<file path="src/rtl/sys_ctrl_pkg.sv">
// sys_ctrl_pkg: FSM state encodings and result-type codes shared by the system controller blocks
package sys_ctrl_pkg;
   localparam logic [1:0] ST_IDLE      = 2'd0;
   localparam logic [1:0] ST_SEND      = 2'd1;
   localparam logic [1:0] ST_WAIT_ACK  = 2'd2;
   localparam logic [1:0] ST_WAIT_DONE = 2'd3;
   localparam logic RES_RF  = 1'b0;
   localparam logic RES_ALU = 1'b1;
endpackage

</file>
<file path="src/rtl/sys_ctrl_tx_slot.sv">
// sys_ctrl_tx_slot: one-entry pending-result holding register (type + data + valid)
module sys_ctrl_tx_slot import sys_ctrl_pkg::*; #(
   parameter int DW = 16
) (
   input  logic          CLK,
   input  logic          RST,
   input  logic          push,
   input  logic          push_type,
   input  logic [DW-1:0] push_data,
   input  logic          pop,
   output logic          vld,
   output logic          typ,
   output logic [DW-1:0] data
);
   // a push wins over a same-cycle pop so the slot can be refilled as it drains
   always_ff @(posedge CLK or posedge RST)
      if (RST) begin
         vld  <= 1'b0;
         typ  <= RES_RF;
         data <= '0;
      end else if (push) begin
         vld  <= 1'b1;
         typ  <= push_type;
         data <= push_data;
      end else if (pop)
         vld <= 1'b0;
endmodule

</file>
<file path="src/rtl/sys_ctrl_tx.sv">
// sys_ctrl_tx: serialises RF (1 byte) and ALU (2 bytes, low first) results to a UART transmitter
module sys_ctrl_tx import sys_ctrl_pkg::*; #(
   parameter int ACK_TIMEOUT = 255,
   parameter int DATA_WIDTH  = 8
) (
   input  logic                    CLK,
   input  logic                    RST,
   input  logic [DATA_WIDTH-1:0]   RdData,
   input  logic                    RdData_Valid,
   input  logic [2*DATA_WIDTH-1:0] ALU_OUT,
   input  logic                    ALU_OUT_VALID,
   input  logic                    TX_BUSY,
   output logic [DATA_WIDTH-1:0]   TX_P_DATA,
   output logic                    TX_D_VLD,
   output logic                    CTRL_BUSY,
   output logic                    OVF,
   output logic                    ACK_ERR
);
   localparam int RW = 2*DATA_WIDTH;
   localparam int CW = $clog2(ACK_TIMEOUT+1);
   logic [1:0]            state;
   logic                  idx;
   logic [CW-1:0]         tmo_cnt;
   logic                  cur_have, cur_type;
   logic [RW-1:0]         cur_data;
   logic [DATA_WIDTH-1:0] tx_hold, cur_byte;
   logic                  slot_vld, slot_type;
   logic [RW-1:0]         slot_data;
   logic                  push, push_type, pop;
   logic [RW-1:0]         push_data, rf_data, first_data;
   logic                  first_vld, first_type, both, cur_free, to_cur, drop, is_last, abort, done;

   sys_ctrl_tx_slot #(.DW(RW)) u_slot (
      .CLK(CLK), .RST(RST), .push(push), .push_type(push_type), .push_data(push_data),
      .pop(pop), .vld(slot_vld), .typ(slot_type), .data(slot_data)
   );

   // route incoming strobes: ALU before RF; current register first, then slot, else drop
   always_comb begin
      rf_data    = {{DATA_WIDTH{1'b0}}, RdData};
      first_vld  = ALU_OUT_VALID | RdData_Valid;
      first_type = ALU_OUT_VALID ? RES_ALU : RES_RF;
      first_data = ALU_OUT_VALID ? ALU_OUT : rf_data;
      both       = ALU_OUT_VALID & RdData_Valid;
      cur_free   = state == ST_IDLE && !cur_have;
      pop        = cur_free && slot_vld;
      to_cur     = cur_free && !slot_vld;
      push       = to_cur ? both : first_vld && (!slot_vld || pop);
      push_type  = to_cur ? RES_RF : first_type;
      push_data  = to_cur ? rf_data : first_data;
      drop       = !to_cur && ((first_vld && slot_vld && !pop) || both);
      cur_byte   = idx ? cur_data[RW-1:DATA_WIDTH] : cur_data[DATA_WIDTH-1:0];
      is_last    = cur_type == RES_RF || idx;
      abort      = state == ST_WAIT_ACK && !TX_BUSY && tmo_cnt == CW'(ACK_TIMEOUT-1);
      done       = abort || (state == ST_WAIT_DONE && !TX_BUSY && is_last);
   end

   assign TX_D_VLD  = state == ST_SEND && !TX_BUSY;
   assign TX_P_DATA = TX_D_VLD ? cur_byte : tx_hold;
   assign CTRL_BUSY = state != ST_IDLE || cur_have || slot_vld;

   // capture the result being served, remember the last byte sent, flag dropped strobes
   always_ff @(posedge CLK or posedge RST)
      if (RST) begin
         cur_have <= 1'b0;
         cur_type <= RES_RF;
         cur_data <= '0;
         tx_hold  <= '0;
         OVF      <= 1'b0;
      end else begin
         OVF <= drop;
         if (TX_D_VLD) tx_hold <= cur_byte;
         if (to_cur && first_vld) begin
            cur_have <= 1'b1;
            cur_type <= first_type;
            cur_data <= first_data;
         end else if (pop) begin
            cur_have <= 1'b1;
            cur_type <= slot_type;
            cur_data <= slot_data;
         end else if (done)
            cur_have <= 1'b0;
      end

   // byte handshake FSM with acknowledge timeout
   always_ff @(posedge CLK or posedge RST)
      if (RST) begin
         state   <= ST_IDLE;
         idx     <= 1'b0;
         tmo_cnt <= '0;
         ACK_ERR <= 1'b0;
      end else begin
         ACK_ERR <= abort;
         case (state)
            ST_IDLE:
               if (cur_have || slot_vld) begin
                  state <= ST_SEND;
                  idx   <= 1'b0;
               end
            ST_SEND:
               if (!TX_BUSY) begin
                  state   <= ST_WAIT_ACK;
                  tmo_cnt <= '0;
               end
            ST_WAIT_ACK:
               if (TX_BUSY) state <= ST_WAIT_DONE;
               else if (abort) state <= ST_IDLE;
               else tmo_cnt <= tmo_cnt + CW'(1);
            ST_WAIT_DONE:
               if (!TX_BUSY) begin
                  state <= is_last ? ST_IDLE : ST_SEND;
                  idx   <= 1'b1;
               end
            default: state <= ST_IDLE;
         endcase
      end
endmodule

</file>
<file path="config.mk">
export PLATFORM = sky130hd
export DESIGN_NAME = sys_ctrl_tx
export DESIGN_NICKNAME = d
export VERILOG_FILES = /design/src/rtl/sys_ctrl_pkg.sv /design/src/rtl/sys_ctrl_tx_slot.sv /design/src/rtl/sys_ctrl_tx.sv
export SDC_FILE = /design/constraint.sdc
export NUM_CORES = 1
export LEC_CHECK = 0
export CAP_MARGIN = 20
export CORE_MARGIN = 8
export CORE_UTILIZATION = 56
export CTS_BUF_LIST = sky130_fd_sc_hd__clkbuf_8
export DETAILED_ROUTE_END_ITERATION = 16
export PLACE_DENSITY = 0.9
export SLEW_MARGIN = 20
export SYNTH_ARGS = -nofsm -noshare
export SYNTH_HDL_FRONTEND = slang
export SYNTH_SLANG_ARGS = --single-unit
</file>
<file path="constraint.sdc">
create_clock -name CLK -period 2 [get_ports CLK]
set_input_delay 0.4 -clock CLK [delete_from_list [all_inputs] [get_ports CLK]]
set_output_delay 0.4 -clock CLK [all_outputs]
set_load 0.01 [all_outputs]
</file>
==> impl_metrics.ini, run 1 <==
[timing]
fin_ws_ns = 0.05499
worst_pin_slew_ns = 0.6774
finalMaxSlewViolations = 0
skew_ns = 0.004748
min_period_over_period_pct = 97.25
slew_headroom_pct = 54.83
min_period_ns = 1.945
setup_viol = 0
finalSetupTns_ns = 0
max_freq_mhz = 514.1
hold_viol_final = 0

[clock_network]
clock-root-buffer = clkbuf_8
clockBufferDepth = 2
cts_hold_buf = 0
cts_buffers = 9
clkTransAtPathRegs_ns = 0.06
clk_latency_ns = 0.33
tritoncts = done
cts_max_level = 3
clock-sinks = 57

[route]
vias_per_cell = 5.941
drt_iter0_markers = 203
first_pass_iters = 4
wl_met3_um = 516
wl_met2_um = 3223
antenna_left = 0
wire_per_inst_um = 17.07
routed_wirelength_um = 6673
route.detailed.drc = 0
num_vias = 2323
top_layer = met4
wl_met1_um = 2820

[setup_path]
cp_cell_sequence = nor2b_4 -> nand2b_4 -> buf_4 -> buf_16 -> nand2_1 -> o21ai_2 -> buf_2
cp_num_cells = 7
crit_path_end_kind = primary output
rrSetupSlack_ns = 0.18
crit_family = buffers and inverters
critPathLaunchType = flop
r2r_cells = 6
r2r_end = cur_data[11]
r2r_start = state[1]
cp.arrival_ns = 1.55
worst-path-max-fanout = 8
cp_data_required_time_ns = 1.60
cp_slowest_stage_delay_ns = 0.36
crit_type = flop to primary output
crit_slowest_cell = dfrtp_1
cp_num_buf_inv = 3

[cells_and_area]
drive_gt1_share_pct = 20.47
nNetsFinal = 364
syn_to_final_growth_pct = 32.46
antennaDiodeCount = 0
fin_cells = 391

[floorplan]
core_um2 = 4692
start_util_pct = 57.84
io_pins = 41
dieHeight_um = 85.62
rows = 25
die_area_um2 = 7330
fp.dieW_um = 85.62

[global_routing]
grt_pass1_wl_um = 11340
overflow = 0
grt_max_degree = 36
antenna_found_initial = 0
gr-usage-all-layers_pct = 19.43
grt_pass1_vias = 2405

[yosys]
seq_area_frac_synth_pct = 52.56
syn_nets = 303
synth_cell_types = 39
syn_inst = 272
yosys_register_bits = 57
ys_warn_count = 0
avgSynthCellArea_um2 = 9.977
synthesis.area_um2 = 2714

[place]
place_ws_ns = -0.5183
io_buffers = 40
place_hpwl_um = 4535
dp_cells = 371
finalWeightedCongestion = 0.8510

[power_and_ir_drop]
p_leak_nw = 1.662
peakVddDrop_mv = 0.4989
p_per_area_nw_per_um2 = 1291

[flow_run]
max-cap-violations = 0

[status]
outcome = finished clean

[hold_path]
min_path_type = input port to asynchronous set/reset pin
tightest hold or removal path: cells and delay by family:
family   cells  cell delay (ns)
buf+inv      3             0.74
how the worst max path moves through the flow:
stage	startpoint	endpoint	slack, ns
after floorplan	RST	ACK_ERR	0.20
after global placement	TX_BUSY	TX_P_DATA[2]	-0.41
after detailed placement	TX_BUSY	TX_P_DATA[5]	-0.52
after CTS	state[0]	TX_P_DATA[3]	0.002
after global routing	state[0]	TX_P_DATA[3]	-0.006
final	state[0]	TX_P_DATA[1]	0.05
report_power, final:
| part | internal [W] | switching (W) |
|---|---|---|
| Combinational | 0.000774 | 0.000791 |
| Sequential | 0.00161 | 0.000324 |
| Clock | 0.000702 | 0.000438 |
area by class of cell:
class	count	area (um^2)
clock buffers	13	178.9
clock inverters	2	35.03
fillers	330	1097
inverters	6	22.52
multi-input cells	192	1231
flip-flops and latches	57	1428
well taps	54	67.56
repair buffers	67	631.9
kinds of logic after synthesis:
logic type | synth area share (%)
buffers and inverters | 3.550
AOI/OAI and AO/OA | 19.46
and+or+nand+nor | 14.29
DFF | 52.56
muxes | 9.221
adders and majority gates | 0.9219
per-stage QoR:
stage | utilization, % | power, W | hold slack, ns | cell area [um^2]
after floorplan | - | 0.002763 | 0.4422 | 2714
after global placement | 70.29 | 0.003273 | 0.4585 | 3298
after detailed placement | 70.29 | 0.003379 | 0.4627 | 3298
after CTS | 76.51 | 0.004600 | 0.4377 | 3590
after global routing | 76.61 | 0.004927 | 0.4510 | 3595
final | 76.61 | 0.004639 | 0.4294 | 3595
registers in the layout, indices dropped and copies added, names as in the netlist:
register	flops
cur_have	1
tmo_cnt	8
tx_hold	8
state	2
cur_type	1
idx	1
u_slot.vld	1
u_slot.data	16
OVF	1
ACK_ERR	1
cur_data	16
u_slot.typ	1
what timing repair did:
item	4_1_cts	5_1_grt
endpoints found under the hold margin	0	0
cloned	2	0
pin swaps	1	1
buffers inserted	2	1
gates resized for setup	54	8
setup endpoints to repair	11	7
routing by layer:
metal,vias to the layer above,global-route usage (%)
met4,0,8.280
met5,-,0
met3,14,6.972
li1,1101,-
met2,97,30.54
met1,1111,23.52
synth_stat cells:
library cell | instances | area [um^2]
o211a_1 | 1 | 10.01
nand2_4 | 1 | 11.26
nor3_1 | 11 | 55.05
nor2b_1 | 2 | 12.51
a21oi_1 | 23 | 115.1
nor3b_2 | 1 | 12.51
o21ba_2 | 1 | 10.01
nor4b_1 | 1 | 8.760
a211oi_2 | 1 | 12.51
a22o_1 | 8 | 70.07
nor2_1 | 14 | 52.55
buf_4 | 1 | 7.510
dfrtp_1 | 57 | 1426
or3_1 | 1 | 6.260
nor4_2 | 1 | 12.51
inv_2 | 1 | 3.750
a22oi_1 | 8 | 60.06
inv_1 | 5 | 18.77
nand2b_1 | 3 | 18.77
nor2_2 | 1 | 6.260
nor4bb_1 | 1 | 10.01
o31a_1 | 1 | 8.760
a211o_1 | 1 | 8.760
and2_1 | 1 | 6.260
ha_1 | 2 | 25.02
nand4_1 | 2 | 12.51
a21o_1 | 2 | 15.01
o31ai_1 | 2 | 15.01
clkbuf_1 | 11 | 41.29
nand2_1 | 31 | 116.4
buf_2 | 5 | 25.02
mux2i_1 | 25 | 250.2
or4_1 | 2 | 15.01
nand3_1 | 5 | 25.02
o22a_1 | 1 | 8.760
o21ai_0 | 34 | 170.2
o211ai_1 | 2 | 15.01
o21ai_2 | 1 | 8.760
and3_1 | 1 | 6.260
cell usage in the layout, fill, tap and decap left out, drive strengths merged, types with 2 or more instances in the layout:
cell type / synthesis / routed
nor3: 11 / 11
a22oi: 8 / 8
o21ai: 35 / 35
nand2: 32 / 32
inv: 6 / 6
nand4: 2 / 2
o211ai: 2 / 2
nand3: 5 / 5
clkdlybuf4s50: 0 / 29
mux2i: 25 / 25
a21oi: 23 / 23
ha: 2 / 2
clkbuf: 11 / 13
a21o: 2 / 2
nor2b: 2 / 2
or4: 2 / 2
nor2: 15 / 15
dfrtp: 57 / 57
buf: 6 / 35
o31ai: 2 / 2
nand2b: 3 / 3
a22o: 8 / 8
Note: power is estimated with default switching activity, not from simulation.
==> inputs of run 2 (changes only) <==
--- a/config.mk
+++ b/config.mk
@@ -7,10 +7,10 @@
 export LEC_CHECK = 0
 export CAP_MARGIN = 20
 export CORE_MARGIN = 8
-export CORE_UTILIZATION = 56
+export CORE_UTILIZATION = 50
 export CTS_BUF_LIST = sky130_fd_sc_hd__clkbuf_8
 export DETAILED_ROUTE_END_ITERATION = 16
-export PLACE_DENSITY = 0.9
+export PLACE_DENSITY = 0.83
 export SLEW_MARGIN = 20
 export SYNTH_ARGS = -nofsm -noshare
 export SYNTH_HDL_FRONTEND = slang
==> impl_metrics.ini, run 2 (synthesis gave the netlist of run 1 again) <==
[power_and_ir_drop]
p_leak_nw = 1.670
peakVddDrop_mv = 0.5110
power_w = 0.004565
p_per_area_nw_per_um2 = 1263

[setup_path]
cp_slowest_stage_delay_ns = 0.38
crit_path_end_kind = primary output
cp_cell_sequence = nor2b_4 -> nand2b_4 -> bufbuf_16 -> nand2_1 -> o21ai_0 -> buf_2
crit_slowest_cell = dfrtp_1
cp.arrival_ns = 1.56
critPathLaunchType = flop
cp_data_required_time_ns = 1.60
crit_family = buffers and inverters
cp_num_buf_inv = 2
worst-path-max-fanout = 8
crit_type = flop to primary output

[timing]
hold_viol_final = 0
min_period_ns = 1.960
rsz0062_at_grt = yes
worst_pin_slew_ns = 0.5669
finalSetupTns_ns = 0
skew_ns = 0.009087
setup_viol = 0
max_freq_mhz = 510.2
min_period_over_period_pct = 98.01
finalMaxSlewViolations = 0
slew_headroom_pct = 61.92

[floorplan]
rows = 27
fp.dieW_um = 89.67
die_area_um2 = 8041
core_um2 = 5371
dieHeight_um = 89.67
io_pins = 41
start_util_pct = 50.52

[status]
outcome = finished clean

[cells_and_area]
final_cell_area_um2 = 3615
layout_commonest_cell = dfrtp_1
largest_registers = cur_data x16, u_slot.data x16
mostFrequentLayoutCells = dfrtp_1, nand2_1, clkdlybuf4s50_1, o21ai_0, mux2i_1
syn_to_final_growth_pct = 33.20
nNetsFinal = 364
antennaDiodeCount = 0
drive_gt1_share_pct = 20.12
fill_cells = 413

[clock_network]
clkTransAtPathRegs_ns = 0.06
cts_buffers = 9
clock-root-buffer = clkbuf_8
tritoncts = done
clock-sinks = 57
cts_max_level = 3
clockBufferDepth = 2
cts_hold_buf = 0
clk_latency_ns = 0.33

[flow_run]
max-cap-violations = 0

[global_routing]
grt_pass1_wl_um = 10840
gr-usage-all-layers_pct = 17.94
grt_max_degree = 36
grt_pass1_vias = 2301
overflow = 0
antenna_found_initial = 0

[route]
routed_wirelength_um = 6595
first_pass_iters = 4
vias_per_cell = 5.459
antenna_left = 0
route.detailed.drc = 0
num_vias = 2238
wire_per_inst_um = 16.09
drt_iter0_markers = 125

[place]
place_hpwl_um = 4543
io_buffers = 40
finalWeightedCongestion = 0.8001
placed_area_um2 = 3328

[hold_path]
min_path_type = input port to asynchronous set/reset pin
run 2: changes by cell type in the layout (fill, tap and decap cells not counted):
cell	delta
clkbuf_8	-1
and2_1	+1
clkdlybuf4s15_2	-1
o21ai_0	+2
inv_1	+2
nand2_2	+1
and2_2	-1
o21ai_1	-3
o21ai_2	+1
clkdlybuf4s15_1	+1
nand2_1	-1
run 2: per-stage QoR:
step                      hold WS, ns  std cells  worst slack (ns)  utilization, %
final                          0.4339        410           0.03981           67.30
after global routing           0.4632        410          -0.02936           67.30
after CTS                      0.4349        409          -0.04402           67.02
after detailed placement       0.4633        390           -0.5787           61.96
after global placement         0.4574        390           -0.4187           61.96
after floorplan                0.4422        272            0.2004               -
run 2: what timing repair did:
| item | in CTS | in global routing |
|---|---|---|
| endpoints found under the setup margin | 10 | 6 |
| pin swaps | 1 | 2 |
| gates cloned | 2 | 0 |
| setup buffers | 1 | 1 |
| resized for setup | 49 | 10 |
run 2: layer usage:
layer,global-route usage [%],routed length [um],up-vias
li1,-,-,1101
met1,22.79,3027,1067
met2,27.54,3076,61
met3,5.460,398,9
met4,7.855,94,0
met5,0,0,-
run 2: cell type report:
class / instances / area (um^2) / area share (%)
clock buffers: 12 / 165.2 / 4.569
clock inverters: 4 / 42.54 / 1.177
inverters: 6 / 22.52 / 0.6231
multi-input cells: 192 / 1236 / 34.20
flip-flops and latches: 57 / 1428 / 39.49
well taps: 72 / 90.09 / 2.492
repair buffers: 67 / 630.6 / 17.45
run 2: final timing paths:
check | from | to | slack, ns | cells past startpoint
worst max register to register | state[1] | cur_data[7] | 0.20 | 5
worst min-delay path | RST | tx_hold[3] | 0.43 | 3
max in group asynchronous | RST | u_slot.data[7] | 1.21 | 3
worst max-delay path | state[0] | TX_P_DATA[5] | 0.04 | 6
min in group CLK | tx_hold[4] | tx_hold[4] | 0.47 | 2
worst min register to register | tx_hold[4] | tx_hold[4] | 0.47 | 2
run 2: tightest hold or removal path, cell delays in order:
cell and delay (ns):
clkdlybuf4s50_1 0.41, inv_2 0.06, buf_4 0.29
run 2: power by group:
part | internal (W) | leakage [nW] | switching (W) | total (W)
Sequential | 0.00161 | 0.710 | 0.000302 | 0.00191
Combinational | 0.000765 | 0.845 | 0.000779 | 0.00154
Clock | 0.000666 | 0.115 | 0.000444 | 0.00111
Total | 0.00304 | 1.67 | 0.00153 | 0.00457
==> inputs of run 3 (changes only) <==
==> constraint.sdc (replaced) <==
create_clock -name CLK -period 2 [get_ports CLK]
set_input_delay 0.6 -clock CLK [delete_from_list [all_inputs] [get_ports CLK]]
set_output_delay 0.6 -clock CLK [all_outputs]
set_load 0.01 [all_outputs]
==> impl_metrics.ini, run 3 (synthesis gave the netlist of run 1 again) <==
[timing]
max_freq_mhz = 477.5
min_period_ns = 2.094
worst_pin_slew_ns = 0.4428
setup_viol = 9
min_period_over_period_pct = 104.7
rsz0062_at_grt = yes
whs_ns = 0.4812
skew_ns = 0.007903
fin_ws_ns = -0.09429
slew_headroom_pct = 70.23
finalMaxSlewViolations = 0
hold_viol_final = 0

[status]
outcome = finished with violations
violations = setup timing

[global_routing]
antenna_found_initial = 0
gr-usage-all-layers_pct = 18.90
grt_pass1_wl_um = 11610
grt_pass1_vias = 2463
grt_max_degree = 36
overflow = 0

[clock_network]
cts_max_level = 3
cts_buffers = 9
tritoncts = done
clock-sinks = 57
clockBufferDepth = 2
clock-root-buffer = clkbuf_8
clkTransAtPathRegs_ns = 0.06
clk_latency_ns = 0.34
cts_hold_buf = 0

[setup_path]
worst-path-max-fanout = 7
cp_num_cells = 7
cp.arrival_ns = 1.49
crit_path_end_kind = primary output
cp_data_required_time_ns = 1.40
worstSetupEndpoint = TX_P_DATA[7]
crit_type = flop to primary output
worstSetupStartpoint = state[0]
crit_family = buffers and inverters
cp_slowest_stage_delay_ns = 0.35
crit_slowest_cell = dfrtp_1
r2r_start = state[0]
cp_cell_sequence = nor2b_4 -> nand2b_4 -> buf_12 -> buf_8 -> nand2_2 -> o21ai_4 -> buf_6
r2r_end = tmo_cnt[5]
critPathLaunchType = flop
rrSetupSlack_ns = 0.08
r2r_cells = 7
cp_num_buf_inv = 3

[route]
route.detailed.drc = 0
drt_iter0_markers = 127
routed_wirelength_um = 6956
vias_per_cell = 5.595
antenna_left = 0
first_pass_iters = 4
wire_per_inst_um = 16.37
num_vias = 2378

[floorplan]
rows = 27
dieHeight_um = 89.67
core_um2 = 5371
start_util_pct = 50.52
fp.dieW_um = 89.67
io_pins = 41
die_area_um2 = 8041

[cells_and_area]
nNetsFinal = 379
syn_to_final_growth_pct = 42.51
drive_gt1_share_pct = 28.90
largest_registers = cur_data x16, u_slot.data x16
fill_cells = 375
layout_commonest_cell = dfrtp_1
antennaDiodeCount = 0
mostFrequentLayoutCells = dfrtp_1, buf_4, clkdlybuf4s50_1, o21ai_0, mux2i_1

[place]
place_hpwl_um = 4664
io_buffers = 40
finalWeightedCongestion = 0.8301

[power_and_ir_drop]
peakVddDrop_mv = 0.5401
p_per_area_nw_per_um2 = 1279
p_leak_nw = 1.756
power_w = 0.004946

[flow_run]
max-cap-violations = 0

[hold_path]
min_path_type = flop to flop
==> run 3: where the power goes <==
group / switching, W / internal [W]
clock: 0.000490 / 0.000700
combinational: 0.000900 / 0.000935
sequential: 0.000313 / 0.00161
==> run 3: final cells by class <==
class                   instances  area [um^2]  share of cell area (%)
flip-flops and latches         57         1428                   36.91
multi-input cells             192         1344                   34.75
repair buffers                 82        762.0                   19.70
clock buffers                   9        123.9                   3.203
clock inverters                 7        95.09                   2.459
well taps                      72        90.09                   2.329
inverters                       6        25.02                  0.6470
==> run 3: worst reg2reg max path, cell delays in order, from the launching register on <==
cell and delay (ns):
dfrtp_1 0.38, buf_4 0.14, buf_6 0.11, buf_4 0.17, nor3b_4 0.22, nand4_1 0.15, or4_4 0.53, a21oi_2 0.15
==> run 3: layer usage <==
layer  part of all wire, %  track usage [%]  vias up
met5                     0                0        -
met4                   1.5            11.03        0
met3                   5.7            4.277       12
met2                    49            30.28       76
met1                    43            22.83     1155
li1                      -                -     1135
==> run 3: stage by stage <==
step | instances | setup TNS [ns] | util (%) | area (um^2) | setup slack [ns]
after floorplan | 272 | -0.2409 | - | 2714 | -0.03011
after global placement | 398 | -9.798 | 63.31 | 3401 | -0.8182
after detailed placement | 398 | -11.81 | 63.31 | 3401 | -0.9337
after CTS | 424 | -0.7939 | 70.53 | 3789 | -0.1072
after global routing | 425 | -0.9750 | 72.00 | 3867 | -0.1383
final | 425 | -0.5715 | 72.00 | 3867 | -0.09429
==> run 3: worst min-delay path by stage <==
stage	from	to	slack, ns	cells past startpoint
final	u_slot.typ	u_slot.typ	0.48	1
after global routing	u_slot.typ	u_slot.typ	0.52	1
after detailed placement	u_slot.typ	u_slot.typ	0.46	1
after floorplan	cur_type	cur_type	0.44	2
after global placement	cur_type	cur_type	0.46	2
after CTS	tx_hold[2]	tx_hold[2]	0.47	2
==> run 3: what timing repair did <==
item                       CTS  global route
setup endpoints to repair   12            16
buffers inserted             9             2
pin swaps                    7             3
gates resized for setup     85            18
gates cloned                 1             0
